### config.mk
export PLATFORM = sky130hd
export DESIGN_NAME = uart_tx_arb_flat
export DESIGN_NICKNAME = d
export VERILOG_FILES = /design/src/rtl/uart_pkg.sv /design/src/rtl/uart_tx_arb_if.sv /design/src/rtl/rr_pick.sv /design/src/rtl/uart_tx_arb.sv /design/src/flat_wrapper.sv
export SDC_FILE = /design/constraint.sdc
export NUM_CORES = 1
export LEC_CHECK = 0
export BUFFER_PORTS_ARGS = -buffer_cell sky130_fd_sc_hd__buf_4
export CORE_MARGIN = 4
export CORE_UTILIZATION = 53
export DETAILED_ROUTE_END_ITERATION = 8
export PLACE_DENSITY = 0.8
export SLEW_MARGIN = 20
export SYNTH_ARGS = -nofsm -noshare
export SYNTH_HDL_FRONTEND = slang
export SYNTH_HIERARCHICAL = 1
export SYNTH_SLANG_ARGS = --single-unit
### constraint.sdc
create_clock -name clk -period 2.98 [get_ports clk]
set_clock_uncertainty 0.15 [all_clocks]
set_input_delay 0.745 -clock clk [delete_from_list [all_inputs] [get_ports clk]]
set_output_delay 0.745 -clock clk [all_outputs]
set_load 0.1 [all_outputs]
### src/rtl/uart_pkg.sv
// Shared definitions for the UART transmit path and its arbiter.
// Holds the arbiter state encoding, the baud divider shared with uart_tx,
// and the default requester count and byte timeout.
package uart_pkg;

  typedef enum logic [2:0] {
    IDLE    = 3'd0,
    GRANT   = 3'd1,
    START   = 3'd2,
    WAIT_LO = 3'd3,
    WAIT_HI = 3'd4
  } arb_state_t;

  localparam logic [11:0] BAUD_DIV    = 12'hA2B;
  localparam int          NUM_REQ_DEF = 4;
  localparam int          BYTE_TO_DEF = 4096;

endpackage

### src/rtl/uart_tx_arb_if.sv
// Requester-side and uart_tx-side signals of the transmit arbiter.
// master: the environment (requesters plus uart_tx tx_done); slave: the arbiter.
// Ports: req/byte_vld/byte_data/byte_last/byte_rdy/gnt to requesters,
//        strt_tx/tx_data/tx_done to uart_tx, busy/msg_done/abort status.
interface uart_tx_arb_if
  import uart_pkg::*;
#(
  parameter int NUM_REQ = NUM_REQ_DEF
);

  logic [NUM_REQ-1:0]   req;
  logic [NUM_REQ-1:0]   byte_vld;
  logic [8*NUM_REQ-1:0] byte_data;
  logic [NUM_REQ-1:0]   byte_last;
  logic [NUM_REQ-1:0]   byte_rdy;
  logic [NUM_REQ-1:0]   gnt;
  logic                 strt_tx;
  logic [7:0]           tx_data;
  logic                 tx_done;
  logic                 busy;
  logic                 msg_done;
  logic                 abort;

  modport master (
    output req, byte_vld, byte_data, byte_last, tx_done,
    input  byte_rdy, gnt, strt_tx, tx_data, busy, msg_done, abort
  );

  modport slave (
    input  req, byte_vld, byte_data, byte_last, tx_done,
    output byte_rdy, gnt, strt_tx, tx_data, busy, msg_done, abort
  );

endinterface

### src/rtl/rr_pick.sv
// Round-robin picker: first requester at or above ptr, wrapping past N-1.
// Latency: purely combinational. Backpressure: none, pure function of inputs.
// Ports: req (request vector), ptr (search start), winner (one-hot), any_req.
module rr_pick
  import uart_pkg::*;
#(
  parameter int N  = 4,
  parameter int PW = $clog2(N)
) (
  input  logic [N-1:0]  req,
  input  logic [PW-1:0] ptr,
  output logic [N-1:0]  winner,
  output logic          any_req
);

  logic found;

  // The modulo makes the wrap explicit, so non-power-of-two N never
  // selects a nonexistent requester.
  always_comb begin
    winner = '0;
    found  = 1'b0;
    for (int i = 0; i < N; i++) begin
      if (!found && req[(int'(ptr) + i) % N]) begin
        winner[(int'(ptr) + i) % N] = 1'b1;
        found                        = 1'b1;
      end
    end
  end

  assign any_req = |req;

endmodule

### src/rtl/uart_tx_arb.sv
// Shares one uart_tx between NUM_REQ requesters, a whole message per grant.
// Latency: grant 1 cycle after req; strt_tx 1 cycle after a byte is accepted.
// Backpressure: byte_rdy only to the granted requester while uart_tx is idle.
// Ports: clk, rst_n (async, active-low), bus (uart_tx_arb_if slave modport).
module uart_tx_arb
  import uart_pkg::*;
#(
  parameter int NUM_REQ = NUM_REQ_DEF,
  parameter int BYTE_TO = BYTE_TO_DEF
) (
  input  logic          clk,
  input  logic          rst_n,
  uart_tx_arb_if.slave  bus
);

  localparam int            PW       = $clog2(NUM_REQ);
  localparam int            TW       = $clog2(BYTE_TO);
  localparam logic [PW-1:0] LAST_IDX = PW'(NUM_REQ - 1);
  localparam logic [TW-1:0] TO_MAX   = TW'(BYTE_TO - 1);

  arb_state_t           state;
  logic [NUM_REQ-1:0]   gnt_q;
  logic [PW-1:0]        ptr;
  logic [PW-1:0]        gidx;
  logic [TW-1:0]        to_cnt;
  logic [7:0]           tx_data_q;
  logic                 strt_q;
  logic                 msg_done_q;
  logic                 abort_q;
  logic                 last_q;
  logic                 wl_cnt;
  logic                 retried;

  logic [NUM_REQ-1:0]   winner;
  logic                 any_req;
  logic [PW-1:0]        win_idx;
  logic [PW-1:0]        ptr_next;
  logic [NUM_REQ-1:0]   byte_rdy_c;
  logic                 sel_req;
  logic                 sel_vld;
  logic                 sel_last;
  logic [7:0]           sel_data;

  rr_pick #(.N(NUM_REQ), .PW(PW)) u_pick (
    .req     (bus.req),
    .ptr     (ptr),
    .winner  (winner),
    .any_req (any_req)
  );

  always_comb begin
    win_idx = '0;
    for (int i = 0; i < NUM_REQ; i++) begin
      if (winner[i]) win_idx = PW'(i);
    end
  end

  // Lanes of the currently granted requester.
  always_comb begin
    sel_req    = 1'b0;
    sel_vld    = 1'b0;
    sel_last   = 1'b0;
    sel_data   = 8'h00;
    byte_rdy_c = '0;
    for (int i = 0; i < NUM_REQ; i++) begin
      if (gidx == PW'(i)) begin
        sel_req       = bus.req[i];
        sel_vld       = bus.byte_vld[i];
        sel_last      = bus.byte_last[i];
        sel_data      = bus.byte_data[8*i +: 8];
        byte_rdy_c[i] = (state == GRANT) && bus.req[i] && bus.tx_done;
      end
    end
  end

  // Next search start is the requester just after the one being released.
  assign ptr_next = (gidx == LAST_IDX) ? '0 : gidx + 1'b1;

  always_ff @(posedge clk or negedge rst_n) begin
    if (!rst_n) begin
      state      <= IDLE;
      gnt_q      <= '0;
      ptr        <= '0;
      gidx       <= '0;
      to_cnt     <= '0;
      tx_data_q  <= 8'h00;
      strt_q     <= 1'b0;
      msg_done_q <= 1'b0;
      abort_q    <= 1'b0;
      last_q     <= 1'b0;
      wl_cnt     <= 1'b0;
      retried    <= 1'b0;
    end else begin
      strt_q     <= 1'b0;
      msg_done_q <= 1'b0;
      abort_q    <= 1'b0;
      case (state)
        IDLE: begin
          if (any_req && bus.tx_done) begin
            gnt_q  <= winner;
            gidx   <= win_idx;
            to_cnt <= '0;
            state  <= GRANT;
          end
        end
        GRANT: begin
          // A dropped request beats a byte offered in the same cycle.
          if (!sel_req) begin
            gnt_q   <= '0;
            abort_q <= 1'b1;
            ptr     <= ptr_next;
            to_cnt  <= '0;
            state   <= IDLE;
          end else if (sel_vld && bus.tx_done) begin
            tx_data_q <= sel_data;
            last_q    <= sel_last;
            to_cnt    <= '0;
            retried   <= 1'b0;
            strt_q    <= 1'b1;
            state     <= START;
          end else if (to_cnt == TO_MAX) begin
            gnt_q   <= '0;
            abort_q <= 1'b1;
            ptr     <= ptr_next;
            to_cnt  <= '0;
            state   <= IDLE;
          end else begin
            // Release happens at TO_MAX, so this never wraps.
            to_cnt <= to_cnt + 1'b1;
          end
        end
        START: begin
          wl_cnt <= 1'b0;
          state  <= WAIT_LO;
        end
        WAIT_LO: begin
          if (!bus.tx_done) begin
            state <= WAIT_HI;
          end else if (wl_cnt) begin
            // uart_tx ignored the pulse: retry once. If the retry is also
            // ignored, fall through to WAIT_HI (tx_done is already high) so
            // the grant cannot hang on a dead transmitter.
            if (!retried) begin
              retried <= 1'b1;
              strt_q  <= 1'b1;
              state   <= START;
            end else begin
              state <= WAIT_HI;
            end
          end else begin
            wl_cnt <= 1'b1;
          end
        end
        WAIT_HI: begin
          if (bus.tx_done) begin
            if (last_q) begin
              gnt_q      <= '0;
              msg_done_q <= 1'b1;
              ptr        <= ptr_next;
              state      <= IDLE;
            end else begin
              state <= GRANT;
            end
          end
        end
        default: state <= IDLE;
      endcase
    end
  end

  assign bus.gnt      = gnt_q;
  assign bus.byte_rdy = byte_rdy_c;
  assign bus.strt_tx  = strt_q;
  assign bus.tx_data  = tx_data_q;
  assign bus.busy     = (state != IDLE);
  assign bus.msg_done = msg_done_q;
  assign bus.abort    = abort_q;

endmodule

### src/flat_wrapper.sv
// flat-port wrapper written by rule: the top's interface ports become plain ports
module uart_tx_arb_flat import uart_pkg::*;
#(
  parameter int NUM_REQ = NUM_REQ_DEF,
  parameter int BYTE_TO = BYTE_TO_DEF
)
  (clk, rst_n, bus_req, bus_byte_vld, bus_byte_data, bus_byte_last, bus_tx_done, bus_byte_rdy, bus_gnt, bus_strt_tx, bus_tx_data, bus_busy, bus_msg_done, bus_abort);
  uart_tx_arb_if #(.NUM_REQ(NUM_REQ)) bus_i ();
  input  logic clk;
  input  logic rst_n;
  input wire logic [$bits(bus_i.req)-1:0] bus_req;
  input wire logic [$bits(bus_i.byte_vld)-1:0] bus_byte_vld;
  input wire logic [$bits(bus_i.byte_data)-1:0] bus_byte_data;
  input wire logic [$bits(bus_i.byte_last)-1:0] bus_byte_last;
  input wire logic [$bits(bus_i.tx_done)-1:0] bus_tx_done;
  output wire logic [$bits(bus_i.byte_rdy)-1:0] bus_byte_rdy;
  output wire logic [$bits(bus_i.gnt)-1:0] bus_gnt;
  output wire logic [$bits(bus_i.strt_tx)-1:0] bus_strt_tx;
  output wire logic [$bits(bus_i.tx_data)-1:0] bus_tx_data;
  output wire logic [$bits(bus_i.busy)-1:0] bus_busy;
  output wire logic [$bits(bus_i.msg_done)-1:0] bus_msg_done;
  output wire logic [$bits(bus_i.abort)-1:0] bus_abort;
  assign bus_i.req = bus_req;
  assign bus_i.byte_vld = bus_byte_vld;
  assign bus_i.byte_data = bus_byte_data;
  assign bus_i.byte_last = bus_byte_last;
  assign bus_i.tx_done = bus_tx_done;
  assign bus_byte_rdy = bus_i.byte_rdy;
  assign bus_gnt = bus_i.gnt;
  assign bus_strt_tx = bus_i.strt_tx;
  assign bus_tx_data = bus_i.tx_data;
  assign bus_busy = bus_i.busy;
  assign bus_msg_done = bus_i.msg_done;
  assign bus_abort = bus_i.abort;
  uart_tx_arb #(.NUM_REQ(NUM_REQ), .BYTE_TO(BYTE_TO)) u_core (.clk(clk), .rst_n(rst_n), .bus(bus_i));
endmodule
[Word level (Yosys, flattened, before mapping)]
Index checks and enable logic that the tools add are counted.
Word-level totals
  bits in registers: 37
  input bits: 47
  output and inout port bits: 20
  logic and storage cells: 188
Cells by class
  add/sub/neg operators: 5
  $lt $le $gt $ge: 8
  equality and inequality tests: 19
  muxes and demuxes: 98
  bitwise operators: 6
  reduce and logical (&&, ||, !) cells: 40
Operator list (number)
  $mux W1: 49
  $mux W12: 4
  $mux W4: 10
  $mux W8: 4
  $mux W3: 8
  $pmux W12 S2: 1
  $logic_and A1 B1 Y1: 17
  $mux W2: 8
  $pmux W3 S5: 1
  $add A12 B1 Y12 const B: 1
  $eq A12 B12 Y1 const B: 1
  $lt A3 B4 Y1 const B: 3
  $or A4 B4 Y4: 3
  $pmux W4 S3: 1
  $reduce_and A5 Y1: 2
  $ge A3 B1 Y1 const B: 3
  $bmux W1 S2: 4
  $demux W1 S2: 4
  $ne A2 B1 Y1 const B: 4
  $reduce_bool A2 Y1: 4
  $eq A3 B2 Y1 const B: 2
  $ne A2 B2 Y1 const B: 3
  $ne A3 B3 Y1 const B: 2
  $pmux W1 S2: 3
  other kinds (22): 34

[Longest topological paths before layout]
Gate-level depths: netlist (run 1).
  word-level depth: 17
  gate-level depth with buffers: 9
  mapped depth without buffers: 9

[Hierarchy]
The synthesis (run 1) kept the hierarchy.
By module, submodules not included
  uart_tx_arb: times used 1, cells an instance 258, area each 2193.4 µm², seq. area each 925.9 µm²
  rr_pick: times used 1, cells an instance 31, area each 310.3 µm², seq. area each 0.0 µm²

[Worst setup path after synthesis (run 1)]
Ideal clock, no wire load.
  path kind: register to output
  start point: reg u_core.gidx[1]
  end point: out bus_byte_rdy[1]
  arrival time: 2568 ps
  data required time: 2085 ps
  slack: -483 ps
  stages on the path, launching flop included: 7
  path through: dfrtp_1 -> inv_1 -> ha_1 -> clkbuf_1 -> clkbuf_1 -> nand2_1 -> nor2_1
On the way
  cells in the longest elaborated chain, start to end: 2
RTL lines
  start, declared: line uart_tx_arb.sv:24  | logic [PW-1:0] gidx;
  start signal, assigned: line uart_tx_arb.sv:101  | gidx <= win_idx;
  $eq A2 B1 Y1: line uart_tx_arb.sv:66  | if (gidx == PW'(i)) begin
  $mux W1: line uart_tx_arb.sv:66
  end, declared: line flat_wrapper.sv:16  | output wire logic [$bits(bus_i.byte_rdy)-1:0] bus_byte_rdy;
Every way passes these cells.

[Worst setup path after layout (run 1)]
  start point: reg u_core.state[0]
  end point: out bus_byte_rdy[3]
On the way
  cells in the longest elaborated chain, start to end: 4
RTL lines
  start, declared: line uart_tx_arb.sv:21  | arb_state_t state;
  start signal, assigned: line uart_tx_arb.sv:81  | state <= IDLE;
  start signal, assigned: line uart_tx_arb.sv:103  | state <= GRANT;
  start signal, assigned: line uart_tx_arb.sv:113  | state <= IDLE;
  $eq A3 B1 Y1: line uart_tx_arb.sv:71  | byte_rdy_c[i] = (state == GRANT) && bus.req[i] && bus.tx_done;
  $logic_and A1 B1 Y1 (2 in a row): line uart_tx_arb.sv:71
  $mux W1: line uart_tx_arb.sv:66
Every way passes these cells.

==> impl_summary.txt, run 1 <==
----------------------------------------------------
[Status]
  Outcome ... finished, final reports clean

[Floorplanning]
  Area enclosed by the die boundary ... 0.00589 sq mm
  Initial standard-cell utilization of the core ... 56.0%
  DIE HEIGHT ... 76.7 microns
  Floorplan Core Area ... 0.00447 sq mm
  Width of the die ... 76.7 microns
  Top-level I/O count ... 67
  Num rows ... 24

[Final layout]
  Fraction of final layout cells sized beyond drive strength 1 ... 27.2%
  Final std cells w/o fill ... 408
  Most frequent cells in the layout ... 76 x buf_4, 38 x nand2_1, 37 x dfrtp_1
  Final-stage net count ... 413
  Most frequent standard cell in the layout excluding fill and tap cells ... buf_4
  Number of fill cells ... 365
  Synth-to-layout area growth ... 28.6%
  Antenna diodes ... 0

[Setup path]
  Worst Setup Start Kind ... flop
  Maximum single-stage delay on the critical path ... 0.55 ns
  Critical Path End Type ... output pin
  Endpoint of the worst-slack reg-to-reg timing path ... u_core/gidx[0]
  Most frequent cell on the critical path ... buf_4
  Required time of the worst setup path ... 2.09 ns
  Worst Reg2Reg Path Length in Cells ... 8
  CP arrival ... around 1.9 ns
  Highest net fanout along the worst path ... 11
  Critical-path top delay cell ... dfrtp_1
  Launch instance of the worst register-to-register path ... u_core/ptr[1]
  Series of cell instances along the critical path ... nor3b_1 > buf_4 > nand2_1 > nor2_1 > buf_4
  Setup Crit Path Kind ... reg2out
  Register-to-register path setup slack ... approximately 0.31 ns

[Synth]
  Number of different library cells in the post-synthesis netlist ... 51
  Post-synthesis sequential area ratio ... 37.0%
  Top_reg_cell synth ... dfrtp_1
  Fraction of the mapped netlist area in compound gates ... 21.8%
  Warnings, synthesis ... 6
  Fraction of the mapped netlist area in adder cells ... 5.50%
  Largest family of logic cells by synthesized area ... simple AND/OR/NAND/NOR gates
  Xor and xnor fraction of the mapped netlist area ... 0%
  Async SR Flop Fraction ... 100%
  Post-synthesis share of cell area spent on and, or, nand and nor gates ... 25.2%
  Seq cells post-synth ... 37
  Synth Cell Area ... 0.00250 sq mm
  Multiplexer share of the synthesized area ... 5.50%
  Post-synthesis instance total ... 289
  Syn Area/Cell ... between 8 and 9 sq um
  Net Count, Synth ... between 300 and 400
  Count of flip-flops with a built-in enable after synthesis ... 0

[Pwr]
  Total leakage power ... 1.46 nW
  Maximum VDD drop ... 0.618 mV
  Total power density per cell area ... 1130 mW/mm^2

[Placed design]
  Port Buffers ... 66
  Final weighted congestion in routability-driven placement ... 0.800
  Number of instances in the placed design ... 400
  Post-placement setup slack ... 0.208 ns
  DPL Wire Length ... 4.77 mm

[Clocking]
  Cts bufs inserted ... 5
  Post-CTS Resized ... 0
  Buffer depth of the longest clock path ... 2
  H-Tree Level Count ... 2
  Clock net sink count ... 37
  Root buffer selected by CTS ... clkbuf_8
  CTS tree ... done
  Clock-pin slew on the worst setup and hold paths ... ~0.080 ns
  Number of buffers inserted by hold repair at cts ... 0
  Latest clock arrival within the worst-skew pair ... about 0.29 ns
  Number of buffers inserted by post-CTS setup repair ... 0

[GRT]
  First-pass GRT wire length ... 10.5 mm
  Residual overflow from global routing ... 0
  Initial antenna violation count ... 0
  Vias in the first global route ... 2,241
  Pin count of the biggest net entering global routing ... 38
  Met1 usage ... 28.0%
  Most Crowded Layer GR ... met2
  Gr usage total ... approximately 22%
  Met2 capacity usage during global routing ... 35.5%
  Fraction of met3 tracks used by global routing ... approximately 7.4%

[STA]
  Rel. slew slack ... 63.2%
  Share of the clock period used by the worst path after layout ... roughly 92%
  Upper clock frequency limit ... 364 MHz
  Final Critical Period ... 2.75 ns
  Total setup violations reported at the end of the flow ... 0
  Max-slew violation total from the final report ... 0
  Final Hold Fails ... 0
  Unrepaired setup endpoints after global routing ... no
  Worst path setup slack after routing ... 0.234 ns
  Least-Margin Pin Slew ... 0.549 ns

[Hold path]
  Hold Crit Class ... in2async

[Drt]
  DRT Pass-1 Iters ... 4
  DRC violation count after routing ... 0
  WL/cell ... 15.1 microns
  Via density per instance ... 5.91
  Antenna Violating Nets Remaining ... 0
  Routed vias ... 2,412
  Count of routing violations after the opening detailed-route iteration ... around 170
  Wire length after detailed routing ... 6.18 mm

[Flow run]
  Max-cap violations ... 0

----------------------------------------------------
Yosys cell counts, drive strengths merged (4+ instances only):
| library cell | count | area (sq um) |
|---|---|---|
| nand2 | 39 | 149 |
| dfrtp | 37 | 926 |
| o21ai | 29 | 145 |
| nor2b | 21 | 131 |
| inv | 15 | 56.3 |
| nor2 | 15 | 56.3 |
| a21oi | 14 | 70.1 |
| clkbuf | 13 | 50.0 |
| nor3 | 13 | 65.1 |
| ha | 11 | 138 |
| a221oi | 10 | 87.6 |
| a31oi | 7 | 43.8 |
| nand4 | 5 | 31.3 |
| a221o | 4 | 40.0 |
| buf | 4 | 18.8 |
| mux4 | 4 | 93.8 |
| nand3 | 4 | 20.0 |
| or3 | 4 | 25.0 |
layer usage:
layer | wire, microns | vias to the layer above
li1 | - | 1180
met1 | 2490 | 1111
met2 | 2870 | 110
met3 | 710 | 11
met4 | 109 | 0
met5 | 0 | -
final cells by class:
class,instances,area (sq um),share of cell area (%)
Clock inverter,3,68.8,2.14
Sequential cell,37,926,28.8
Timing Repair Buffer,76,571,17.7
Tap cell,52,65.1,2.02
Inverter,15,56.3,1.75
Multi-Input combinational cell,220,1460,45.5
Clock buffer,5,68.8,2.14
power by group:
group / internal, mW / total [mW] / switching, mW
registers: 0.656 / 0.811 / 0.155
logic: 0.766 / 2.30 / 1.53
clock network: 0.337 / 0.535 / 0.198
through the flow:
| step | hold WS, ns | power, mW | TNS, ns | area, sq um | utilization [%] |
|---|---|---|---|---|---|
| final | 0.245 | 3.64 | 0 | 3220 | 72.0 |
| after global routing | 0.285 | 3.88 | 0 | 3220 | 72.0 |
| after CTS | 0.258 | 3.65 | 0 | 3220 | 72.0 |
| after detailed placement | 0.322 | 3.11 | 0 | 3080 | 68.9 |
| after global placement | 0.312 | 3.08 | 0 | 3080 | 68.9 |
| after floorplan | 0.299 | 2.54 | -0.490 | 2510 | - |
worst max-delay path, delay by kind of cell, from the launching register on:
family	cells	cell delay, ns
DFF	1	0.55
and+or+nand+nor	3	0.52
buffers and inverters	2	0.48
worst max-delay path by stage:
stage	slack, ns	cells after the start	startpoint	to
after floorplan	-0.22	3	bus_tx_done	bus_byte_rdy[0]
after global placement	0.25	7	bus_byte_vld[1]	u_core/ptr[0]
after detailed placement	0.21	7	bus_req[3]	u_core/gidx[0]
after CTS	0.23	5	u_core/state[0]	bus_byte_rdy[3]
after global routing	0.12	5	u_core/state[0]	bus_byte_rdy[3]
final	0.23	5	u_core/state[0]	bus_byte_rdy[3]
flip-flops by register name, summed over array words and instances, names as in the netlist:
register / count
u_core/retried: 1
u_core/ptr: 2
u_core/state: 3
u_core/bus.gnt: 4
u_core/bus.msg_done: 1
u_core/to_cnt: 12
u_core/bus.abort: 1
u_core/wl_cnt: 1
u_core/bus.tx_data: 8
u_core/gidx: 2
u_core/bus.strt_tx: 1
u_core/last_q: 1
cells by family (layout without fill, tap and decap cells):
logic type	count (synthesis)	after routing
compound gates	83	83
fa+ha+maj	11	11
buf+inv	32	99
flops	37	37
mux	8	8
simple gates	118	118
Note: power is estimated with default switching activity, not from simulation.
==> inputs of run 2 (changes only) <==
--- a/config.mk
+++ b/config.mk
@@ -7,9 +7,10 @@
 export LEC_CHECK = 0
 export BUFFER_PORTS_ARGS = -buffer_cell sky130_fd_sc_hd__buf_4
 export CORE_MARGIN = 4
-export CORE_UTILIZATION = 53
+export CORE_UTILIZATION = 55
+export CTS_BUF_LIST = sky130_fd_sc_hd__clkbuf_8
 export DETAILED_ROUTE_END_ITERATION = 8
-export PLACE_DENSITY = 0.8
+export PLACE_DENSITY = 0.83
 export SLEW_MARGIN = 20
 export SYNTH_ARGS = -nofsm -noshare
 export SYNTH_HDL_FRONTEND = slang
==> impl_summary.txt, run 2 (synthesized netlist as in run 1, its figures left out) <==
----------------------------------------------------
[Status]
  Outcome ... finished, final reports clean

[Setup path]
  Required time of the worst setup path ... 2.99 ns
  Register-to-register path setup slack ... 0.21 ns
  Critical Path End Type ... flop
  Endpoint of the worst-slack reg-to-reg timing path ... u_core/gidx[0]
  CP arrival ... 2.77 ns
  Worst Setup Start Kind ... flop
  Setup Crit Path Kind ... reg2reg
  Highest net fanout along the worst path ... 10
  Worst Reg2Reg Path Length in Cells ... 8
  Launch instance of the worst register-to-register path ... u_core/ptr[0]

[Final layout]
  Synth-to-layout area growth ... 27.9%
  Most frequent standard cell in the layout excluding fill and tap cells ... buf_4
  Final std cells w/o fill ... a little over 400
  Register containing the most flip-flops in the final layout ... u_core/to_cnt
  Most frequent cells in the layout ... 74 x buf_4, 38 x nand2_1, 37 x dfrtp_1
  Final Util ... 73.1%
  Final-stage net count ... ~410
  Number of fill cells ... 345
  Fraction of final layout cells sized beyond drive strength 1 ... 26.8%
  Number of flip-flops in the largest register ... 12
  Antenna diodes ... 0

[Clocking]
  Number of buffers inserted by hold repair at cts ... 0
  Latest clock arrival within the worst-skew pair ... 0.29 ns
  H-Tree Level Count ... 2
  Cts bufs inserted ... 5
  Buffer depth of the longest clock path ... 2
  Post-CTS Resized ... 0
  Root buffer selected by CTS ... clkbuf_8
  CTS tree ... done
  Number of buffers inserted by post-CTS setup repair ... 0
  Clock net sink count ... 37
  Clock-pin slew on the worst setup and hold paths ... roughly 0.080 ns

[Floorplanning]
  Area enclosed by the die boundary ... between 0.005 and 0.006 sq mm
  DIE HEIGHT ... ~75 microns
  Width of the die ... 75.5 microns
  Initial standard-cell utilization of the core ... 57.1%
  Top-level I/O count ... 67
  Floorplan Core Area ... approximately 0.0044 sq mm
  Num rows ... 24

[Drt]
  WL/cell ... 16.3 microns
  Wire length after detailed routing ... 6.62 mm
  Antenna Violating Nets Remaining ... 0
  DRT Pass-1 Iters ... 4
  DRC violation count after routing ... 0
  Via density per instance ... approximately 6
  Count of routing violations after the opening detailed-route iteration ... 136
  Routed vias ... about 2,400

[STA]
  Unrepaired setup endpoints after global routing ... no
  Total setup violations reported at the end of the flow ... 0
  Max-slew violation total from the final report ... 0
  Final Critical Period ... 2.77 ns
  Total negative slack for setup checks ... 0 ns
  Least-Margin Pin Slew ... 0.584 ns
  Upper clock frequency limit ... 362 MHz
  Rel. slew slack ... 60.8%
  Final Hold Fails ... 0
  Worst hold slack after final layout ... 0.254 ns
  Share of the clock period used by the worst path after layout ... 92.8%

[Pwr]
  Part of the total power dissipated in combinational logic ... 64.9%
  Switching part of the total ... between 50% and 60%
  Share of power burned in the clock network ... 12.5%
  Total leakage power ... 1.45 nW
  Total power density per cell area ... around 1100 mW/mm^2
  Maximum VDD drop ... 0.618 mV
  Net switching power of the design ... around 1.9 mW
  Internal cell power ... 1.71 mW
  Total Power ... approximately 3.6 mW
  Relative contribution of sequential cells to total power ... 22.7%

[GRT]
  First-pass GRT wire length ... 10.9 mm
  Gr usage total ... 25.1%
  Vias in the first global route ... 2,345
  Residual overflow from global routing ... 0
  Initial antenna violation count ... 0
  Pin count of the biggest net entering global routing ... 38

[Placed design]
  Final weighted congestion in routability-driven placement ... 0.893
  Number of instances in the placed design ... 399
  DPL Wire Length ... 5.12 mm
  Port Buffers ... 66

[Hold path]
  Hold Crit Class ... in2async

[Flow run]
  Max-cap violations ... 0

----------------------------------------------------
run 2: cell count changes in the layout (fill, tap and decap cells not counted):
cell	previous run	this run
buf_12	0	1
bufinv_16	2	1
inv_6	1	0
inv_1	15	16
buf_4	76	74
clkbuf_8	5	6
run 2: routing by layer:
layer / GRT usage (%) / share of wire (%) / up-vias
li1: - / - / 1187
met1: 32.3 / 43 / 1128
met2: 41.0 / 48 / 79
met3: 7.26 / 7.4 / 7
met4: 7.77 / 1.1 / 0
met5: 0 / 0 / -
run 2: worst max path at each step:
stage | from | end | slack, ns | cells after the start
5_1_grt | u_core/ptr[0] | u_core/gidx[0] | 0.05 | 8
2_1_floorplan | bus_tx_done | bus_byte_rdy[0] | -0.22 | 3
3_3_place_gp | bus_req[3] | u_core/gidx[0] | 0.21 | 7
6_report | u_core/ptr[0] | u_core/gidx[0] | 0.21 | 8
4_1_cts | u_core/ptr[0] | u_core/gidx[0] | 0.23 | 8
3_5_place_dp | bus_byte_vld[1] | u_core/ptr[1] | 0.20 | 7
run 2: critical path, cell delays in order, from the launching register on:
cell     delay, ns
dfrtp_1       0.59
inv_1         0.14
ha_1          0.35
mux4_2        0.39
nor4b_4       0.36
a221o_1       0.25
nor2b_1       0.06
o21ai_0       0.21
o21ai_0       0.13
run 2: stage by stage:
| stage | cell area [sq um] | worst slack, ns |
|---|---|---|
| 2_1_floorplan | 2510 | -0.222 |
| 3_3_place_gp | 3090 | 0.206 |
| 3_5_place_dp | 3090 | 0.198 |
| 4_1_cts | 3200 | 0.229 |
| 5_1_grt | 3200 | 0.0455 |
| 6_report | 3200 | 0.215 |
run 2: area by class of cell:
type	count	area, sq um	area share, %
repair buffers	75	576	18.0
flip-flops and latches	37	926	28.9
inverters	15	56.3	1.76
clock buffers	6	82.6	2.58
multi-input cells	220	1460	45.7
well taps	52	65.1	2.03
clock inverters	2	33.8	1.05
run 2: power groups by stage:
stage	registers, mW	logic, mW	clock network, mW
2_1_floorplan	1.36	1.18	0
3_3_place_gp	0.816	2.26	0
3_5_place_dp	0.825	2.33	0
4_1_cts	0.819	2.34	0.457
5_1_grt	0.847	2.52	0.477
6_report	0.819	2.34	0.451
